### src/rtl/mii_byte_tx_pkg.sv
// Shared types and constants for the MII byte-stream transmit framer.
// Nibble values, default timing and FSM encoding live here.
package mii_byte_tx_pkg;

    localparam logic [3:0] MII_PREAMBLE_NIBBLE  = 4'h5;
    localparam logic [3:0] MII_SFD_NIBBLE       = 4'hD;
    localparam int         MII_PREAMBLE_NIBBLES = 15;
    localparam int         MII_IPG_NIBBLES      = 24;

    typedef enum logic [2:0] {
        ST_IDLE     = 3'd0,
        ST_PREAMBLE = 3'd1,
        ST_DATA_LO  = 3'd2,
        ST_DATA_HI  = 3'd3,
        ST_END      = 3'd4,
        ST_IPG      = 3'd5,
        ST_DRAIN    = 3'd6
    } state_t;

    typedef struct packed {
        logic       en;
        logic       er;
        logic [3:0] d;
    } mii_tx_t;

    // In DRAIN the last bit records that the source delivered its last byte.
    typedef struct packed {
        logic [3:0] hi;
        logic       err;
        logic       last;
    } hold_t;

    function automatic int cnt_width(input int a, input int b);
        int m;
        m = (a > b) ? a : b;
        return $clog2(m + 1);
    endfunction

endpackage

### src/rtl/mii_byte_tx.sv
// Byte-stream to MII transmit framer: preamble/SFD insertion,
// nibble serialisation, inter-frame gap and underrun signalling.
module mii_byte_tx
    import mii_byte_tx_pkg::*;
#(
    parameter int PREAMBLE_NIBBLES = MII_PREAMBLE_NIBBLES,
    parameter int IPG_NIBBLES      = MII_IPG_NIBBLES
) (
    input  logic       clk,
    input  logic       rst,
    input  logic       ce,
    input  logic [7:0] data,
    input  logic       valid,
    input  logic       last,
    input  logic       err,
    output logic       ready,
    output logic       tx_en,
    output logic       tx_er,
    output logic [3:0] txd,
    output logic       underflow
);

    localparam int CW = cnt_width(PREAMBLE_NIBBLES, IPG_NIBBLES);
    localparam logic [CW-1:0] PRE_LAST = CW'(PREAMBLE_NIBBLES);
    localparam logic [CW-1:0] IPG_LAST = CW'(IPG_NIBBLES);
    localparam logic [CW-1:0] CNT_ONE  = CW'(1);

    state_t        state;
    state_t        state_nx;
    logic [CW-1:0] cnt;
    logic [CW-1:0] cnt_nx;
    hold_t         hold;
    hold_t         hold_nx;
    mii_tx_t       tx;
    mii_tx_t       tx_nx;
    logic          underflow_nx;
    logic          accept;
    logic          drain_done;

    assign ready = (state == ST_DRAIN) ||
                   (state == ST_DATA_LO && ce);

    assign accept = valid && ready;

    // Drain ends once the source has flushed its frame and the gap is met.
    assign drain_done = (hold.last || (accept && last)) &&
                        (cnt == IPG_LAST);

    always_ff @(posedge clk) begin
        if (rst) begin
            state <= ST_IDLE;
        end else begin
            state <= state_nx;
        end
    end

    always_comb begin
        state_nx = state;
        unique case (state)
            ST_IDLE: begin
                if (ce && valid) state_nx = ST_PREAMBLE;
            end
            ST_PREAMBLE: begin
                if (ce && cnt >= PRE_LAST) state_nx = ST_DATA_LO;
            end
            ST_DATA_LO: begin
                if (ce) state_nx = valid ? ST_DATA_HI : ST_DRAIN;
            end
            ST_DATA_HI: begin
                if (ce) state_nx = hold.last ? ST_END : ST_DATA_LO;
            end
            ST_END: begin
                if (ce) state_nx = ST_IPG;
            end
            ST_IPG: begin
                if (ce && cnt == IPG_LAST) state_nx = ST_IDLE;
            end
            ST_DRAIN: begin
                if (drain_done) state_nx = ST_IDLE;
            end
            default: state_nx = ST_IDLE;
        endcase
    end

    always_comb begin
        tx_nx        = tx;
        cnt_nx       = cnt;
        hold_nx      = hold;
        underflow_nx = 1'b0;
        unique case (state)
            ST_IDLE: begin
                if (ce && valid) begin
                    tx_nx = '{en: 1'b1, er: 1'b0,
                              d: MII_PREAMBLE_NIBBLE};
                    cnt_nx = CNT_ONE;
                end
            end
            ST_PREAMBLE: begin
                if (ce) begin
                    if (cnt < PRE_LAST) begin
                        tx_nx.d = MII_PREAMBLE_NIBBLE;
                        cnt_nx  = cnt + CNT_ONE;
                    end else begin
                        tx_nx.d = MII_SFD_NIBBLE;
                        cnt_nx  = '0;
                    end
                end
            end
            ST_DATA_LO: begin
                if (ce && valid) begin
                    tx_nx.d  = data[3:0];
                    tx_nx.er = err;
                    hold_nx  = '{hi: data[7:4], err: err, last: last};
                end else if (ce) begin
                    tx_nx        = '{en: 1'b1, er: 1'b1, d: 4'h0};
                    underflow_nx = 1'b1;
                    cnt_nx       = '0;
                    hold_nx      = '0;
                end
            end
            ST_DATA_HI: begin
                if (ce) begin
                    tx_nx.d  = hold.hi;
                    tx_nx.er = hold.err;
                end
            end
            ST_END: begin
                if (ce) begin
                    tx_nx  = '0;
                    cnt_nx = CNT_ONE;
                end
            end
            ST_IPG: begin
                if (ce && cnt != IPG_LAST) cnt_nx = cnt + CNT_ONE;
            end
            ST_DRAIN: begin
                if (accept && last) hold_nx.last = 1'b1;
                // First ce ends the error nibble; gap counts from there.
                if (ce) begin
                    tx_nx = '0;
                    if (cnt < IPG_LAST) cnt_nx = cnt + CNT_ONE;
                end
            end
            default: begin
                tx_nx  = '0;
                cnt_nx = '0;
            end
        endcase
    end

    always_ff @(posedge clk) begin
        if (rst) begin
            tx        <= '0;
            cnt       <= '0;
            hold      <= '0;
            underflow <= 1'b0;
        end else begin
            tx        <= tx_nx;
            cnt       <= cnt_nx;
            hold      <= hold_nx;
            underflow <= underflow_nx;
        end
    end

    assign tx_en = tx.en;
    assign tx_er = tx.er;
    assign txd   = tx.d;

endmodule

### config.mk
export PLATFORM = sky130hd
export DESIGN_NAME = mii_byte_tx
export DESIGN_NICKNAME = d
export VERILOG_FILES = /design/src/rtl/mii_byte_tx_pkg.sv /design/src/rtl/mii_byte_tx.sv
export SDC_FILE = /design/constraint.sdc
export NUM_CORES = 1
export LEC_CHECK = 0
export ABC_AREA = 0
export BUFFER_PORTS_ARGS = -buffer_cell sky130_fd_sc_hd__buf_2
export CAP_MARGIN = 20
export CELL_PAD_IN_SITES_DETAIL_PLACEMENT = 2
export CELL_PAD_IN_SITES_GLOBAL_PLACEMENT = 2
export CORE_ASPECT_RATIO = 0.9
export CORE_MARGIN = 8
export CORE_UTILIZATION = 28
export CTS_CLUSTER_DIAMETER = 80
export DETAILED_ROUTE_END_ITERATION = 8
export GPL_ROUTABILITY_DRIVEN = 0
export PLACE_DENSITY_LB_ADDON = 0.1
export SYNTH_ARGS = -nofsm -noshare
export SYNTH_HDL_FRONTEND = slang
export SYNTH_SLANG_ARGS = --single-unit
export TNS_END_PERCENT = 50
### constraint.sdc
create_clock -name clk -period 1.7 [get_ports clk]
set_input_delay 0.17 -clock clk [delete_from_list [all_inputs] [get_ports clk]]
set_output_delay 0.17 -clock clk [all_outputs]
set_load 0.005 [all_outputs]
# Word level (Yosys, flattened, before mapping)
# Cells that the tools add are included.
# word_totals
elab_cells	100
ff_bits	21
out_inout_bits	8
# classes
eq_ne	23
reduce_logical	24
n_addsub	1
bitwise_logic	5
mux	35
n_lt_le_gt_ge	3
# op_table
cell	n
5-bit 2-to-1 mux	11
5-bit case mux with 7 select lines	1
3-bit 2-to-1 mux	9
6-bit 2-to-1 mux	4
4-bit case mux with 6 select lines	1
2-bit inequality test, second input constant	11
3-bit case mux with 7 select lines	1
5-bit AND reduction	2
3-bit equality test, second input constant	3
9-bit AND reduction	1
1-bit logical AND	8
4-bit 2-to-1 mux	2
7-bit AND reduction	1
3-bit by 2-bit equality test with 1-bit output, second input constant	2
2-bit by 1-bit inequality test with 1-bit output, second input constant	3
6-bit AND reduction	1
3-bit OR reduction	2
5-bit by 1-bit adder with 5-bit output, second input constant	1
5-bit equality test, second input constant	1
5-bit by 4-bit greater-or-equal comparator with 1-bit output, second input constant	1
5-bit by 4-bit less-than comparator with 1-bit output, second input constant	1
5-bit less-than comparator, second input constant	1
5-bit inequality test, second input constant	1
1-bit NOT	5
12 further kinds	17

# Logic depth before layout (Yosys ltp)
# Gate-level depths: netlist (run 1).
# depth
depth_word	9
mapped_depth	8

# Least setup slack after synthesis (run 1)
# No wires, ideal clock.
# synth_timing
path_kind	register to register
start	register state[0]
end	register cnt[2]
period_less_slack_ns	1.698
setup_slack_ns	0.002
arrival_time_ns	1.627
setup_time_ns	0.071
n_path_buf	1
stages_incl_launch_ff	7
path_cell_list	dfxtp_1 > buf_6 > or3_4 > o211ai_2 > o311ai_4 > or4b_1 > a21oi_1
# synth_between
elab_chain_cells	3
word_cells_on_any_way	18
# synth_lines
item	line	source
from (decl)	mii_byte_tx.sv:28	state_t state;
from (signal assigned)	mii_byte_tx.sv:53	state <= state_nx;
3-bit equality test (tied with other cells)	mii_byte_tx.sv:90	unique case (state)
2-bit inequality test (no source line) (tied with other cells)	n/a	
9-bit AND reduction (no source line)	n/a	
to (signal assigned)	mii_byte_tx.sv:159	cnt <= cnt_nx;
to (decl)	mii_byte_tx.sv:30	logic [CW-1:0] cnt;
# Parallel ways exist; a longest one is shown, timed or not.
# A chain may end at the register's enable or synchronous reset.

# Worst setup path in the final report (run 1)
# layout_timing
start	register cnt[0]
end	register state[2]
# layout_between
elab_chain_cells	4
word_cells_on_any_way	9
# layout_lines
item	line
5-bit by 4-bit greater-or-equal comparator with 1-bit output or 5-bit equality test (tied branches)	mii_byte_tx.sv:64, mii_byte_tx.sv:47, mii_byte_tx.sv:76
1-bit logical AND (on tied branches)	mii_byte_tx.sv:64, mii_byte_tx.sv:76, mii_byte_tx.sv:46
2-bit inequality test (no source line)	n/a
7-bit AND reduction (no source line) *	n/a
# Every way passes the cells marked *; elsewhere a longest branch is shown, timed or not.

==> results_dict.tcl, run 1 <==
set metrics [dict create \
    cp_max_fo 4 \
    grtUsageTotal_pct 14.5 \
    yosysUniqueCellTypes 46 \
    grt_pass1_vias 1578 \
    cp-end-kind "flip-flop" \
    nNetsFinal 225 \
    layout_min_cycle_time_ns 1.80 \
    cts_tree "built" \
    area_delta_synth_final_pct 40.7 \
    final_common_cell "buf_4" \
    boundaryPins 22 \
    p_sw_share_pct 33.6 \
    synthCells 168 \
    design.core.area_um2 4460 \
    ys.warnings.count 0 \
    synth_top_area_share_pct 32.5 \
    slew_viol_final 0 \
    worst-path-buf-inv 4 \
    peakVddDrop_mv 0.319 \
    synthTopCellsByArea "dfxtp_1 32%, a21oi_1 8.1%, nor2_1 5.8%, nand3_1 4.3%, nand2_1 4.1%" \
    finalSetupViolCount 7 \
    avgSynthCellArea_um2 7.70 \
    num_rows 23 \
    path_cells "buf_4 > buf_4 > nand4_1 > buf_4 > nand3_2 > nand4_1 > buf_4 > o21ai_2 > o41ai_2" \
    fin_crit_sh_pct 106 \
    crit_path_start_kind "flip-flop" \
    r2r_setup_slack_ns -0.10 \
    p_int_w 0.000825 \
    numCtsBuffers 3 \
    drt.antenna.violating_nets 0 \
    wl_um 5340 \
    hold_path.class "input pin to flip-flop" \
    clkPwrFrac_pct 29.0 \
    max_freq_mhz 555 \
    cts_root_buf "clkbuf_8" \
    final_cell_mix "28 x buf_4, 21 x buf_2, 19 x nor2_1" \
    clkSinkCount 21 \
    wl_per_cell_um 19.9 \
    cts_hold_buf 0 \
    syn_nets 185 \
    drt_iter0_markers 74 \
    die_y_um 80.5 \
    fin_util_pct 40.8 \
    critPathArrivalTime_ns 1.96 \
    die_w_um 87.7 \
    synth_area_um2 1290 \
    synth_top_cell_by_area "dfxtp_1" \
    dp_hpwl_um 3680 \
    clock_skew_ns 0.0106 \
    num_vias 1459 \
    path_clk_slew_ns 0.09 \
    n_antenna_cell 0 \
    fin_area_um2 1820 \
    switchingPower_w 0.000418 \
    timing.final.hold_violations 0 \
    violations "negative setup slack" \
    max_stage_delay_ns 0.39 \
    cts_max_level 1 \
    crit_path_frequent_cell "buf_4" \
    drc 0 \
    antenna_found_initial 0 \
    dp_slack_ns -0.0847 \
    place_area_um2 1590 \
    drv_cap 0 \
    critPathTopFamily "buffers and inverters" \
    path_class "flip-flop to flip-flop" \
    max_slew.worst_pin.slew_ns 0.515 \
    cp.required_ns 1.85 \
    grt-ovfl-total 0 \
    synth_seq_cells 21 \
    status "complete, but fails checks" \
    first_pass_iters 4 \
    slowest_stage "dfxtp_4" \
    power_leakage_nw 0.685 \
    io_buffers 21 \
    dieArea_um2 7050 \
    slew_headroom_pct 65.3 \
    drive_above_1_share_pct 41.5 \
    grt_max_degree 23 \
    seq_power_share_pct 42.6 \
    start_util_pct 29.0 \
    power_frac_comb_pct 28.4 \
    grt_pass1_wl_um 8010 \
    async_reset_ff_share_pct 0 \
    synth-edff-count 0 \
    clock_latency_ns 0.27 \
    yosysSeqAreaShare_pct 32.5 \
    ys.flop_type "dfxtp_1" \
    cts_buffer_depth 2 \
    powerDensity_nw_per_um2 683 \
    layout_setup_ws_ns -0.103 \
    routed_via_density 5.42 \
    rsz0062_at_grt "true" \
]
-- state kept, by name, indices dropped and copies added, names as in the netlist --
name,flops
hold,6
cnt,5
txd,4
state,3
tx_en,1
tx_er,1
underflow,1
-- timing repair --
action | 4_1_cts | 5_1_grt
hold endpoints to repair | 0 | 0
setup endpoints to repair | 9 | 11
cloned | 0 | 0
resized for setup | 9 | 31
pin swaps | 6 | 12
buffers inserted | 0 | 4
-- cell usage after synthesis, types with 3 or more instances --
library cell  count
nand4_1           4
a21oi_1          21
a31oi_1           4
nor2_1           20
o21ai_0           9
ha_1              3
nand3_1          11
mux2i_1           3
dfxtp_1          21
inv_1             6
clkbuf_1          8
buf_2             3
nand2_1          14
-- routing by layer --
metal / vias up / wire length [um] / GRT usage, %
li1: 697 / - / -
met4: 0 / 24 / 2.06
met3: 4 / 189 / 3.16
met5: - / 0 / 0
met2: 26 / 2620 / 25.3
met1: 732 / 2500 / 18.0
-- final timing paths --
kind	to	startpoint	cells past startpoint
setup / recovery	state[2]	cnt[0]	9
hold / removal	hold[4]	data[6]	3
hold reg to reg	hold[1]	hold[1]	2
setup reg to reg	state[2]	cnt[0]	9
-- layout make-up --
type / instances / area [um2]
clock inverters: 1 / 7.51
flip-flops and latches: 21 / 437
multi-input cells: 127 / 917
fillers: 514 / 2640
repair buffers: 49 / 315
inverters: 6 / 25.0
well taps: 62 / 77.6
clock buffers: 3 / 41.3
-- power groups by stage --
stage	Sequential (W)	Combinational [W]	Clock, W
2_1_floorplan	0.000534	0.000174	0
3_3_place_gp	0.000539	0.000283	0
3_5_place_dp	0.000540	0.000295	0
4_1_cts	0.000530	0.000305	0.000377
5_1_grt	0.000532	0.000380	0.000397
6_report	0.000530	0.000353	0.000361
-- metrics by stage --
stage	hold slack, ns	total power (W)	std cells	TNS, ns
after floorplan	0.273	0.000708	168	0
after global placement	0.441	0.000822	261	-0.0196
after detailed placement	0.453	0.000835	261	-0.194
after CTS	0.168	0.00121	265	-0.0733
after global routing	0.177	0.00131	269	-1.26
final	0.174	0.00124	269	-0.489
-- tightest hold or removal path, cell delays in order --
cell	delay (ns)
buf_2	0.10
nand3_1	0.07
a21oi_1	0.06
-- logic make-up after synthesis --
logic type                 count (synthesis)  synth area share, %
AOI/OAI and AO/OA                         49                 25.6
xor gates and xnor gates                   1                0.677
adders and majority gates                  3                 2.90
buffers and inverters                     20                 6.96
DFF                                       21                 32.5
muxes                                      3                 2.32
and+or+nand+nor                           71                 29.0
Power figures use the tool's default switching activity.
==> inputs of run 2 (changes only) <==
==> constraint.sdc (replaced) <==
create_clock -name clk -period 1.6 [get_ports clk]
set_input_delay 0.16 -clock clk [delete_from_list [all_inputs] [get_ports clk]]
set_output_delay 0.16 -clock clk [all_outputs]
set_load 0.005 [all_outputs]
==> results_dict.tcl, run 2 (same netlist as run 1, synthesis figures left out) <==
set metrics [dict create \
    status "complete, but fails checks" \
    violations "negative setup slack" \
    layout_min_cycle_time_ns 1.76 \
    grt_pass1_wl_um 8490 \
    grt_pass1_vias 1627 \
    cp-end-kind "flip-flop" \
    slowest_stage "dfxtp_4" \
    drive_above_1_share_pct 44.7 \
    max_slew.worst_pin.slew_ns 0.486 \
    n_antenna_cell 0 \
    peakVddDrop_mv 0.367 \
    holdWs_ns 0.153 \
    rsz0062_at_grt "true" \
    cts_max_level 1 \
    regToRegEndpoint "cnt[1]" \
    cts_buffer_depth 2 \
    holdPathEnd "hold[2]" \
    clock_latency_ns 0.27 \
    top_register "hold" \
    reg2reg_from "cnt[0]" \
    crit_path_start_kind "flip-flop" \
    area_delta_synth_final_pct 49.5 \
    num_rows 23 \
    grt_max_degree 23 \
    worst-r2r-cell-count 9 \
    clkSinkCount 21 \
    cts_hold_buf 0 \
    drc 0 \
    grt-ovfl-total 0 \
    final_cell_mix "31 x buf_4, 21 x buf_2, 19 x nor2_1" \
    dieArea_um2 7050 \
    dp_hpwl_um 3850 \
    fin_util_pct 43.4 \
    timing.final.hold_violations 0 \
    boundaryPins 22 \
    path_cells "inv_4 > ha_4 > nand4b_1 > buf_4 > o311ai_4 > buf_6 > buf_4 > nand2_1 > a21oi_1" \
    path_class "flip-flop to flip-flop" \
    cp.required_ns 1.80 \
    largest_reg_flops 6 \
    num_vias 1477 \
    max_freq_mhz 569 \
    first_pass_iters 6 \
    routed_via_density 5.33 \
    r2r_setup_slack_ns -0.16 \
    drt_iter0_markers 28 \
    wl_um 5470 \
    hold_path_depth 3 \
    design.core.area_um2 4460 \
    path_clk_slew_ns 0.09 \
    die_w_um 87.7 \
    critPathArrivalTime_ns 1.96 \
    crit_path_frequent_cell "buf_4" \
    wl_per_cell_um 19.7 \
    hold_path.class "input pin to flip-flop" \
    cts_tree "built" \
    cts_root_buf "clkbuf_8" \
    register_area_um2 435 \
    numCtsBuffers 3 \
    multi_input_area_um2 938 \
    dp.cells 267 \
    powerDensity_nw_per_um2 689 \
    max_stage_delay_ns 0.37 \
    fin_crit_sh_pct 110 \
    cp_max_fo 5 \
    start_util_pct 29.0 \
    layout_setup_ws_ns -0.157 \
    final_common_cell "buf_4" \
    hold_start "data[4]" \
    fill_cells 517 \
    power_leakage_nw 0.738 \
    slew_viol_final 0 \
    die_y_um 80.5 \
    grtUsageTotal_pct 15.4 \
    drv_cap 0 \
    finalSetupViolCount 8 \
    stdcell_count 277 \
    nNetsFinal 233 \
    antenna_found_initial 0 \
    slew_headroom_pct 67.6 \
    clock_skew_ns 0.00187 \
    io_buffers 21 \
    drt.antenna.violating_nets 0 \
]
run 2: worst max-delay path: cells and delay by family (launching register included):
family	cells	cell delay (ns)
DFF	1	0.37
and+or+nand+nor	2	0.19
AOI/OAI and AO/OA	2	0.45
adders and majority gates	1	0.13
buffers and inverters	4	0.53
run 2: metrics by stage:
| stage | area (um2) | power, W | setup WS [ns] | TNS (ns) |
|---|---|---|---|---|
| 2_1_floorplan | 1290 | 0.000753 | -0.0973 | -0.101 |
| 3_3_place_gp | 1660 | 0.000882 | -0.106 | -0.592 |
| 3_5_place_dp | 1660 | 0.000897 | -0.236 | -1.38 |
| 4_1_cts | 1810 | 0.00130 | -0.167 | -0.756 |
| 5_1_grt | 1930 | 0.00140 | -0.229 | -1.45 |
| 6_report | 1930 | 0.00133 | -0.157 | -0.765 |
run 2: final cells by class:
type | count | area share, %
repair buffers | 57 | 21.3
clock inverters | 1 | 0.259
flip-flops and latches | 21 | 22.5
multi-input cells | 127 | 48.5
well taps | 62 | 4.01
inverters | 6 | 1.29
clock buffers | 3 | 2.13
run 2: worst max-delay path by stage:
| stage | startpoint | end | slack, ns | cells after the start |
|---|---|---|---|---|
| 2_1_floorplan | state[0] | cnt[2] | -0.1 | 6 |
| 3_3_place_gp | state[2] | cnt[4] | -0.11 | 6 |
| 3_5_place_dp | state[0] | cnt[2] | -0.24 | 5 |
| 4_1_cts | state[2] | cnt[2] | -0.17 | 5 |
| 5_1_grt | cnt[0] | cnt[1] | -0.23 | 9 |
| 6_report | cnt[0] | cnt[1] | -0.16 | 9 |
run 2: per-layer routing:
layer / vias to the layer above / wire (um) / GRT usage [%]
met3: 15 / 203 / 3.36
li1: 711 / - / -
met1: 719 / 2500 / 18.8
met5: - / 0 / 0
met2: 32 / 2590 / 25.7
met4: 0 / 173 / 5.83
run 2: power breakdown:
group	leakage (nW)	switching, W	total, W	internal, W
logic	0.538	0.000217	0.000391	0.000175
clock network	0.0255	0.000202	0.000377	0.000175
registers	0.174	0.0000218	0.000565	0.000543
run 2: timing repair:
item                                    in CTS  in global routing
setup buffers                                3                  3
endpoints found under the setup margin      11                 17
pin swaps                                   11                  9
hold endpoints to repair                     0                  0
resized for setup                           23                 25
==> inputs of run 3 (changes only) <==
==> constraint.sdc (replaced) <==
create_clock -name clk -period 1.6 [get_ports clk]
set_input_delay 0.32 -clock clk [delete_from_list [all_inputs] [get_ports clk]]
set_output_delay 0.32 -clock clk [all_outputs]
set_load 0.005 [all_outputs]
==> results_dict.tcl, run 3 (same netlist as run 1, synthesis figures left out) <==
set metrics [dict create \
    dieArea_um2 7050 \
    finalSetupViolCount 11 \
    cts_tree "built" \
    timing.final.hold_violations 0 \
    clock_latency_ns 0.27 \
    grtUsageTotal_pct 15.5 \
    holdWs_ns 0.306 \
    hold_path.class "input pin to flip-flop" \
    routed.top_layer "met4" \
    power_w 0.00133 \
    numCtsBuffers 3 \
    crit_path_start_kind "flip-flop" \
    first_pass_iters 4 \
    cp_max_fo 7 \
    final_common_cell "buf_4" \
    antenna_found_initial 0 \
    largest_reg_flops 6 \
    grt_pass1_vias 1629 \
    cts_hold_buf 0 \
    path_clk_slew_ns 0.09 \
    layout_setup_ws_ns -0.144 \
    drive_above_1_share_pct 41.7 \
    register_area_um2 435 \
    nNetsFinal 236 \
    drc 0 \
    design.core.area_um2 4460 \
    grt_pass1_wl_um 8530 \
    rsz0062_at_grt "true" \
    cp.required_ns 1.80 \
    power_leakage_nw 0.749 \
    status "complete, but fails checks" \
    max_freq_mhz 573 \
    cts_buffer_depth 2 \
    wl_met1_um 2420 \
    drv_cap 0 \
    fill_cells 520 \
    clock_skew_ns 0.00696 \
    wl_per_cell_um 18.8 \
    n_antenna_cell 0 \
    slew_viol_final 0 \
    num_rows 23 \
    clkSinkCount 21 \
    max_slew.worst_pin.slew_ns 0.474 \
    drt_iter0_markers 67 \
    cts_max_level 1 \
    area_delta_synth_final_pct 46.6 \
    wl_met2_um 2570 \
    top_register "hold" \
    io_buffers 21 \
    die_y_um 80.5 \
    die_w_um 87.7 \
    multi_input_area_um2 890 \
    grt_max_degree 23 \
    num_vias 1478 \
    path_class "flip-flop to flip-flop" \
    layout_min_cycle_time_ns 1.74 \
    cts_root_buf "clkbuf_8" \
    dp_hpwl_um 3630 \
    peakVddDrop_mv 0.308 \
    final_cell_mix "34 x buf_4, 21 x buf_2, 20 x a21oi_1" \
    grt-ovfl-total 0 \
    routed_via_density 5.28 \
    fin_crit_sh_pct 109 \
    start_util_pct 29.0 \
    boundaryPins 22 \
    powerDensity_nw_per_um2 700 \
    violations "negative setup slack" \
    slew_headroom_pct 68.4 \
    wl_um 5260 \
    drt.antenna.violating_nets 0 \
    met3_length_um 178 \
    cp-end-kind "flip-flop" \
    critPathArrivalTime_ns 1.94 \
]
run 3: metal layers:
metal | global-route usage [%] | vias up
met3 | 2.96 | 9
met5 | 0 | -
met4 | 4.12 | 0
met1 | 19.5 | 722
met2 | 26.3 | 29
li1 | - | 718
run 3: repair_timing:
item,CTS,global route
endpoints found under the hold margin,0,0
setup buffers,11,2
resized for setup,31,8
pin swaps,14,5
setup endpoints to repair,14,13
run 3: area by class of cell:
class                           count  share of cell area, %
Sequential cell                    21                   23.0
Clock buffer                        3                   2.18
Clock inverter                      1                  0.264
Multi-Input combinational cell    127                   46.9
Inverter                            6                   1.19
Tap cell                           62                   4.09
Timing Repair Buffer               60                   22.4
run 3: through the flow:
stage | utilization, % | area [um2] | worst slack [ns] | setup TNS (ns) | std cells
floorplan | - | 1290 | -0.0973 | -0.101 | 168
global placement | 36.0 | 1600 | -0.179 | -1.29 | 263
detailed placement | 36.0 | 1600 | -0.300 | -2.43 | 263
CTS | 41.6 | 1860 | -0.134 | -0.612 | 278
global route | 42.5 | 1900 | -0.215 | -1.90 | 280
finish | 42.5 | 1900 | -0.144 | -0.822 | 280
run 3: critical path: stages, from the launching register on:
cell and delay (ns):
dfxtp_2 0.35, buf_6 0.15, nor2_1 0.23, a32oi_2 0.22, or4b_4 0.56, a21oi_1 0.15
run 3: worst paths after layout:
path,from,endpoint,slack (ns),cells after the start
min reg2reg,hold[3],hold[3],0.46,2
max reg2reg,state[1],cnt[2],-0.14,5
max,state[1],cnt[2],-0.14,5
min,data[4],hold[2],0.31,3
run 3: power by group:
part	leakage [nW]	total (W)	switching, W	internal [W]
clock	0.0255	0.000379	0.000204	0.000175
sequential	0.174	0.000569	0.0000253	0.000543
combinational	0.549	0.000380	0.000203	0.000177
